==> src/rtl/stream_pkg.sv <==
// Shared definitions for the stream serializer slice.
// Holds the lane/word/beat geometry, the beat sequencer state type and the
// helper that picks one beat out of a buffered word.
package stream_pkg;

    localparam int LANE_W         = 8;
    localparam int NUM_LANES      = 12;
    localparam int WORD_W         = 96;
    localparam int BEAT_W         = 32;
    localparam int BEATS_PER_WORD = 3;

    typedef enum logic [1:0] {
        BEAT0 = 2'd0,
        BEAT1 = 2'd1,
        BEAT2 = 2'd2
    } beat_state_t;

    // Lowest bits go out first: BEAT0 carries [31:0], BEAT2 carries [95:64].
    function automatic logic [BEAT_W-1:0] beat_slice(input logic [WORD_W-1:0] word,
                                                     input beat_state_t       st);
        logic [BEAT_W-1:0] slice_v;
        case (st)
            BEAT0:   slice_v = word[31:0];
            BEAT1:   slice_v = word[63:32];
            BEAT2:   slice_v = word[95:64];
            default: slice_v = {BEAT_W{1'b0}};
        endcase
        return slice_v;
    endfunction

endpackage

==> src/rtl/word_fifo.sv <==
// Word FIFO holding whole 96-bit words ahead of serialization.
// Ports:
//   clk, rst_n    - clock and asynchronous active-low reset
//   push, wdata   - write a word at the tail (accepted when not full, or when
//                   a pop happens on the same edge)
//   pop           - remove the head word
//   rdata         - current head word (combinational view of storage)
//   full, empty   - occupancy flags
//   level         - current number of buffered words
module word_fifo
    import stream_pkg::*;
#(
    parameter  int DEPTH = 2,
    localparam int LVL_W = $clog2(DEPTH + 1),
    localparam int PTR_W = (DEPTH > 1) ? $clog2(DEPTH) : 1
) (
    input  logic              clk,
    input  logic              rst_n,
    input  logic              push,
    input  logic              pop,
    input  logic [WORD_W-1:0] wdata,
    output logic [WORD_W-1:0] rdata,
    output logic              full,
    output logic              empty,
    output logic [LVL_W-1:0]  level
);

    logic [WORD_W-1:0] mem_r [DEPTH];
    logic [PTR_W-1:0]  wr_ptr_r;
    logic [PTR_W-1:0]  rd_ptr_r;
    logic [LVL_W-1:0]  level_r;
    logic              full_s;
    logic              empty_s;
    logic              do_push_s;
    logic              do_pop_s;

    // Pointers wrap modulo DEPTH, which need not be a power of two.
    function automatic logic [PTR_W-1:0] next_ptr(input logic [PTR_W-1:0] ptr);
        logic [PTR_W-1:0] nxt_v;
        if (ptr == PTR_W'(DEPTH - 1)) begin
            nxt_v = {PTR_W{1'b0}};
        end else begin
            nxt_v = ptr + PTR_W'(1);
        end
        return nxt_v;
    endfunction

    assign full_s  = (level_r == LVL_W'(DEPTH));
    assign empty_s = (level_r == LVL_W'(0));

    // When full, a push is only taken alongside a pop; the write then lands in
    // the slot the head is vacating on that same edge.
    assign do_push_s = push && (!full_s || pop);
    assign do_pop_s  = pop && !empty_s;

    assign rdata = mem_r[rd_ptr_r];
    assign full  = full_s;
    assign empty = empty_s;
    assign level = level_r;

    // Word storage: data only, never reset.
    always_ff @(posedge clk) begin
        if (do_push_s) begin
            mem_r[wr_ptr_r] <= wdata;
        end
    end

    // Pointer and occupancy bookkeeping.
    always_ff @(posedge clk or negedge rst_n) begin
        if (!rst_n) begin
            wr_ptr_r <= {PTR_W{1'b0}};
            rd_ptr_r <= {PTR_W{1'b0}};
            level_r  <= {LVL_W{1'b0}};
        end else begin
            if (do_push_s) begin
                wr_ptr_r <= next_ptr(wr_ptr_r);
            end
            if (do_pop_s) begin
                rd_ptr_r <= next_ptr(rd_ptr_r);
            end
            case ({do_push_s, do_pop_s})
                2'b10:   level_r <= level_r + LVL_W'(1);
                2'b01:   level_r <= level_r - LVL_W'(1);
                default: level_r <= level_r;
            endcase
        end
    end

endmodule

==> src/rtl/stream_serializer.sv <==
// Serializes buffered 96-bit lane words into three 32-bit AXI-Stream beats.
// Ports:
//   aclk, aresetn        - clock and asynchronous active-low reset
//   data_in, data_strobe - incoming word and its qualifier
//   M_AXIS_TDATA/TVALID/TREADY/TLAST - outgoing beat stream, TLAST on beat 2
//   cnt_clear            - synchronous clear of overflow_count
//   overflow_count       - saturating count of words dropped while full
//   fifo_level           - number of words currently buffered
module stream_serializer
    import stream_pkg::*;
#(
    parameter  int FIFO_DEPTH = 2,
    localparam int LVL_W      = $clog2(FIFO_DEPTH + 1)
) (
    input  logic              aclk,
    input  logic              aresetn,
    input  logic [WORD_W-1:0] data_in,
    input  logic              data_strobe,
    output logic [BEAT_W-1:0] M_AXIS_TDATA,
    output logic              M_AXIS_TVALID,
    input  logic              M_AXIS_TREADY,
    output logic              M_AXIS_TLAST,
    input  logic              cnt_clear,
    output logic [15:0]       overflow_count,
    output logic [LVL_W-1:0]  fifo_level
);

    beat_state_t       state_r;
    beat_state_t       state_next_s;
    logic [WORD_W-1:0] head_s;
    logic              fifo_full_s;
    logic              fifo_empty_s;
    logic [LVL_W-1:0]  fifo_level_s;
    logic              valid_s;
    logic              transfer_s;
    logic              pop_s;
    logic              overflow_s;
    logic [15:0]       overflow_count_r;

    assign valid_s    = !fifo_empty_s;
    assign transfer_s = valid_s && M_AXIS_TREADY;
    assign pop_s      = transfer_s && (state_r == BEAT2);
    // A pop on the same edge frees a slot, so only a strobe that meets a full
    // FIFO with no pop is lost.
    assign overflow_s = data_strobe && fifo_full_s && !pop_s;

    word_fifo #(
        .DEPTH (FIFO_DEPTH)
    ) u_word_fifo (
        .clk   (aclk),
        .rst_n (aresetn),
        .push  (data_strobe),
        .pop   (pop_s),
        .wdata (data_in),
        .rdata (head_s),
        .full  (fifo_full_s),
        .empty (fifo_empty_s),
        .level (fifo_level_s)
    );

    // Outputs are decoded from registered state only; TDATA is forced to zero
    // while idle so unreset storage never shows on the bus.
    assign M_AXIS_TVALID  = valid_s;
    assign M_AXIS_TDATA   = valid_s ? beat_slice(head_s, state_r) : {BEAT_W{1'b0}};
    assign M_AXIS_TLAST   = valid_s && (state_r == BEAT2);
    assign fifo_level     = fifo_level_s;
    assign overflow_count = overflow_count_r;

    // Beat sequencer state register.
    always_ff @(posedge aclk or negedge aresetn) begin
        if (!aresetn) begin
            state_r <= BEAT0;
        end else begin
            state_r <= state_next_s;
        end
    end

    // Beat sequencer next state: advance only on a completed transfer.
    always_comb begin
        state_next_s = state_r;
        if (transfer_s) begin
            case (state_r)
                BEAT0:   state_next_s = BEAT1;
                BEAT1:   state_next_s = BEAT2;
                BEAT2:   state_next_s = BEAT0;
                default: state_next_s = BEAT0;
            endcase
        end else begin
            state_next_s = state_r;
        end
    end

    // Saturating dropped-word counter; clear takes priority over a drop.
    always_ff @(posedge aclk or negedge aresetn) begin
        if (!aresetn) begin
            overflow_count_r <= 16'h0000;
        end else if (cnt_clear) begin
            overflow_count_r <= 16'h0000;
        end else if (overflow_s && (overflow_count_r != 16'hFFFF)) begin
            overflow_count_r <= overflow_count_r + 16'h0001;
        end else begin
            overflow_count_r <= overflow_count_r;
        end
    end

endmodule
==> config.mk <==
export PLATFORM = sky130hd
export DESIGN_NAME = stream_serializer
export DESIGN_NICKNAME = d
export VERILOG_FILES = /design/src/rtl/stream_pkg.sv /design/src/rtl/word_fifo.sv /design/src/rtl/stream_serializer.sv
export SDC_FILE = /design/constraint.sdc
export NUM_CORES = 1
export LEC_CHECK = 0
export BUFFER_PORTS_ARGS = -buffer_cell sky130_fd_sc_hd__buf_2
export CAP_MARGIN = 20
export CORE_ASPECT_RATIO = 0.6
export CORE_UTILIZATION = 55
export DETAILED_ROUTE_END_ITERATION = 16
export GPL_TIMING_DRIVEN = 0
export PLACE_DENSITY = 0.87
export SYNTH_ARGS = -nofsm -noshare
export SYNTH_HDL_FRONTEND = slang
export SYNTH_SLANG_ARGS = --single-unit
==> constraint.sdc <==
create_clock -name aclk -period 5.9 [get_ports aclk]
set_input_delay 0.59 -clock aclk [delete_from_list [all_inputs] [get_ports aclk]]
set_output_delay 0.59 -clock aclk [all_outputs]
set_load 0.01 [all_outputs]
==> metrics.md <==
| Metric | Value |
|---|---|
| Root buf cell | `clkbuf_16` |
| Distinct cells, synth | `44` |
| Sequential-to-total area share from yosys stat | `around 72%` |
| Cts bufs inserted | `20` |
| Min Tclk post-route | `between 3 and 4 ns` |
| Tightest Pin Transition | `0.836 ns` |
| Yosys warnings | `0` |
| Ys flop type | `edfxtp_1` |
| Max-slew violation count | `0` |
| CTS tree | `done` |
| Slew Limit Headroom | `44.1%` |
| Seq cells post-synth | `about 210` |
| Setup bufs post-CTS | `0` |
| Detailed Place HPWL | `about 14000 um` |
| Die H | `about 100 um` |
| Most used cell, CP | `buf_2` |
| Synth async-reset ratio | `around a tenth` |
| GRT overflow | `0` |
| Unrepaired setup endpoints after global routing | `false` |
| Setup-failing EPs final | `0` |
| Fin crit share | `55.5%` |
| Die width | `165 um` |
| Mapped Nets | `slightly below 700` |
| Global-route wire length before repair | `about 32000 um` |
| Worst path max stage delay | `between 0.5 and 0.6 ns` |
| Pre-antenna DRT Iters | `5` |
| Die area | `0.0165 sq mm` |
| Worst-case clock skew | `between 0.01 and 0.015 ns` |
| GRT Overall Usage | `about 26%` |
| Commonest cells post-synth | `192 x edfxtp_1, 75 x nor2_1, 65 x mux2i_1, 64 x a211oi_1, 42 x a21oi_1` |
| Vias in the first global route | `a little under 6000` |
| EDFF count, synth | `between 150 and 200` |
| Crit Path Category | `flop to primary output` |
| # IOs | `about 150` |
| Power density cells | `502 mW/mm^2` |
| CTS H-tree depth | `1` |
| Fmax | `between 0.3 and 0.4 GHz` |
| Crit path max-delay family | `buffers and inverters` |
| CP max stage cell | `clkbuf_1` |
| Maxcap violations | `0` |
| Largest net degree at the start of global routing | `53` |
| Core ar. | `approximately 0.015 sq mm` |
| Critical-path maximum fanout | `10` |
| Clk buf depth | `3` |
| CP Data Arrival Time | `2.68 ns` |
| Most common cell in the netlist | `edfxtp_1` |
| Avg Cell Area, Syn | `roughly 15 sq um` |
| Startpoint class of the critical path | `flop` |
| Port Buf Inserts | `~150` |
| Vias per cell | `6.00` |
| Routability cong. | `0.965` |
| Antenna-violating nets left | `0` |
| DRC viols | `0` |
| Critical path buffers and inverters | `4` |
| Critical path capture point type | `primary output` |
| Proportion of layout cells with a drive suffix above 1 | `approximately 28%` |
| Status | `finished clean` |
| Detailed Route WL | `20700 um` |
| Layout area overhead | `20.5%` |
| Post-Syn Instances | `580` |
| Finished Core Util | `between 60% and 70%` |
| Hold WC Path Type | `input pin to asynchronous set/reset pin` |
| Mapped Area | `0.00876 sq mm` |
| Clock slew at reported path FFs | `about 0.070 ns` |
| Cts hold-fix bufs | `0` |
| VDD IR max | `approximately 0.00033 V` |
| Area contributors post-synth | `edfxtp_1 66%, mux2i_1 7.4%, dfrtp_1 6.3%` |
| Required time worst endpoint | `between 5 and 6 ns` |
| Top cell type by total area after synthesis | `edfxtp_1` |
| Leak Pwr | `0.00395 uW` |
| NumNets Final | `between 800 and 900` |
| Antenna violations before repair | `3` |
| Drt first-iter violations | `around 690` |
| Placement row count | `35` |
| DP Worst Slack | `3.17 ns` |
| CTS sink count | `214` |
| Hold WS | `0.0751 ns` |
| Vias | `about 5900` |
| Critical-path cell list | `buf_6, nor2b_1, buf_2, clkbuf_1, a21oi_1, a211oi_1, buf_2` |
| Hold Fails Final Rpt | `0` |
| Worst Slack Setup Final | `about 2.6 ns` |
| Routed WL per cell | `21.2 um` |
| Area share of the largest cell type after synthesis | `65.8%` |
| Post-CTS Resized | `0` |
| Worst-Skew Late Latency | `around 0.5 ns` |
| Starting Density | `56.7%` |
[cell type report]
class	count	area [sq um]
tap	203	254
multi-input combinational	326	2240
clock inverter	10	95.1
inverter	3	11.3
fill	995	4900
sequential	214	6320
clock buffer	26	564
buffer	37	205
timing repair buffer	156	863
antenna	3	7.51
[sequential cells by signal, indices dropped and copies added, names as in the netlist]
signal                cells
u_word_fifo.wr_ptr_r      1
u_word_fifo.rd_ptr_r      1
u_word_fifo.mem_r       192
state_r                   2
u_word_fifo.level         2
overflow_count           16
[cell families after synthesis]
logic type,after synthesis,synth area share [%]
xor+xnor,5,0.500
compound gates,119,8.91
simple gates,130,7.67
mux,70,8.07
flops,214,72.1
fa+ha+maj,2,0.286
buf+inv,40,2.47
[worst paths after layout]
check,from,endpoint,slack (ns),depth (start not counted)
worst max-delay path,state_r[1],M_AXIS_TDATA[28],2.63,7
worst min-delay path,aresetn,overflow_count[11],0.08,1
worst max register to register,state_r[0],u_word_fifo.mem_r[0][48],3.39,7
worst min register to register,u_word_fifo.level[1],u_word_fifo.level[1],0.57,1
max in group asynchronous,aresetn,overflow_count[6],5.46,1
min in group aclk,data_in[32],u_word_fifo.mem_r[1][32],0.29,1
[report_power, final]
group / internal (uW) / switching, uW / total (uW)
clock: 761 / 521 / 1280
sequential: 2040 / 101 / 2140
combinational: 659 / 1210 / 1870
total: 3460 / 1840 / 5300
[worst register-to-register path: stages, from the launching register on]
cell      delay [ns]
dfrtp_1         0.38
clkbuf_8        0.16
nand3b_4        0.20
nand3b_1        0.13
nand2_1         0.15
nor2_4          0.67
buf_12          0.30
buf_16          0.23
[per-layer routing]
layer  track usage [%]  part of all wire [%]  vias to the layer above
li1                  -                     -                     2619
met1              38.0                    43                     2870
met2              39.4                    46                      343
met3              5.30                   9.0                       34
met4              6.21                   1.7                        0
met5                 0                     0                        -
[stage by stage]
stage / cells / setup TNS, ns / cell area, sq um / power [uW]
finish: 978 / 0 / 10600 / 5300
global route: 975 / 0 / 10600 / 5560
CTS: 975 / 0 / 10600 / 5300
detailed placement: 939 / 0 / 9890 / 4020
global placement: 935 / -128.68 / 9780 / 3930
floorplan: 580 / 0 / 8760 / 3330
[layout by cell type (no fill, tap or decap), types with 3 or more instances in the layout]
cell       instances
nand2_1           12
buf_16             3
mux2_2             5
clkinv_2           4
buf_2            163
nor2_1            74
buf_1              6
mux2i_1           65
diode_2            3
nand4_1            4
a21oi_1           42
inv_1              3
clkbuf_8           3
clkinv_1           4
or4_1              7
edfxtp_1         192
dfrtp_1           22
a211oi_1          64
clkbuf_16         21
nand3_1            5
nor2b_1            5
o21ai_0            4
clkbuf_1          15
buf_6              4
xnor2_1            3
o31ai_1            7
Note: power is estimated with default switching activity, not from simulation.
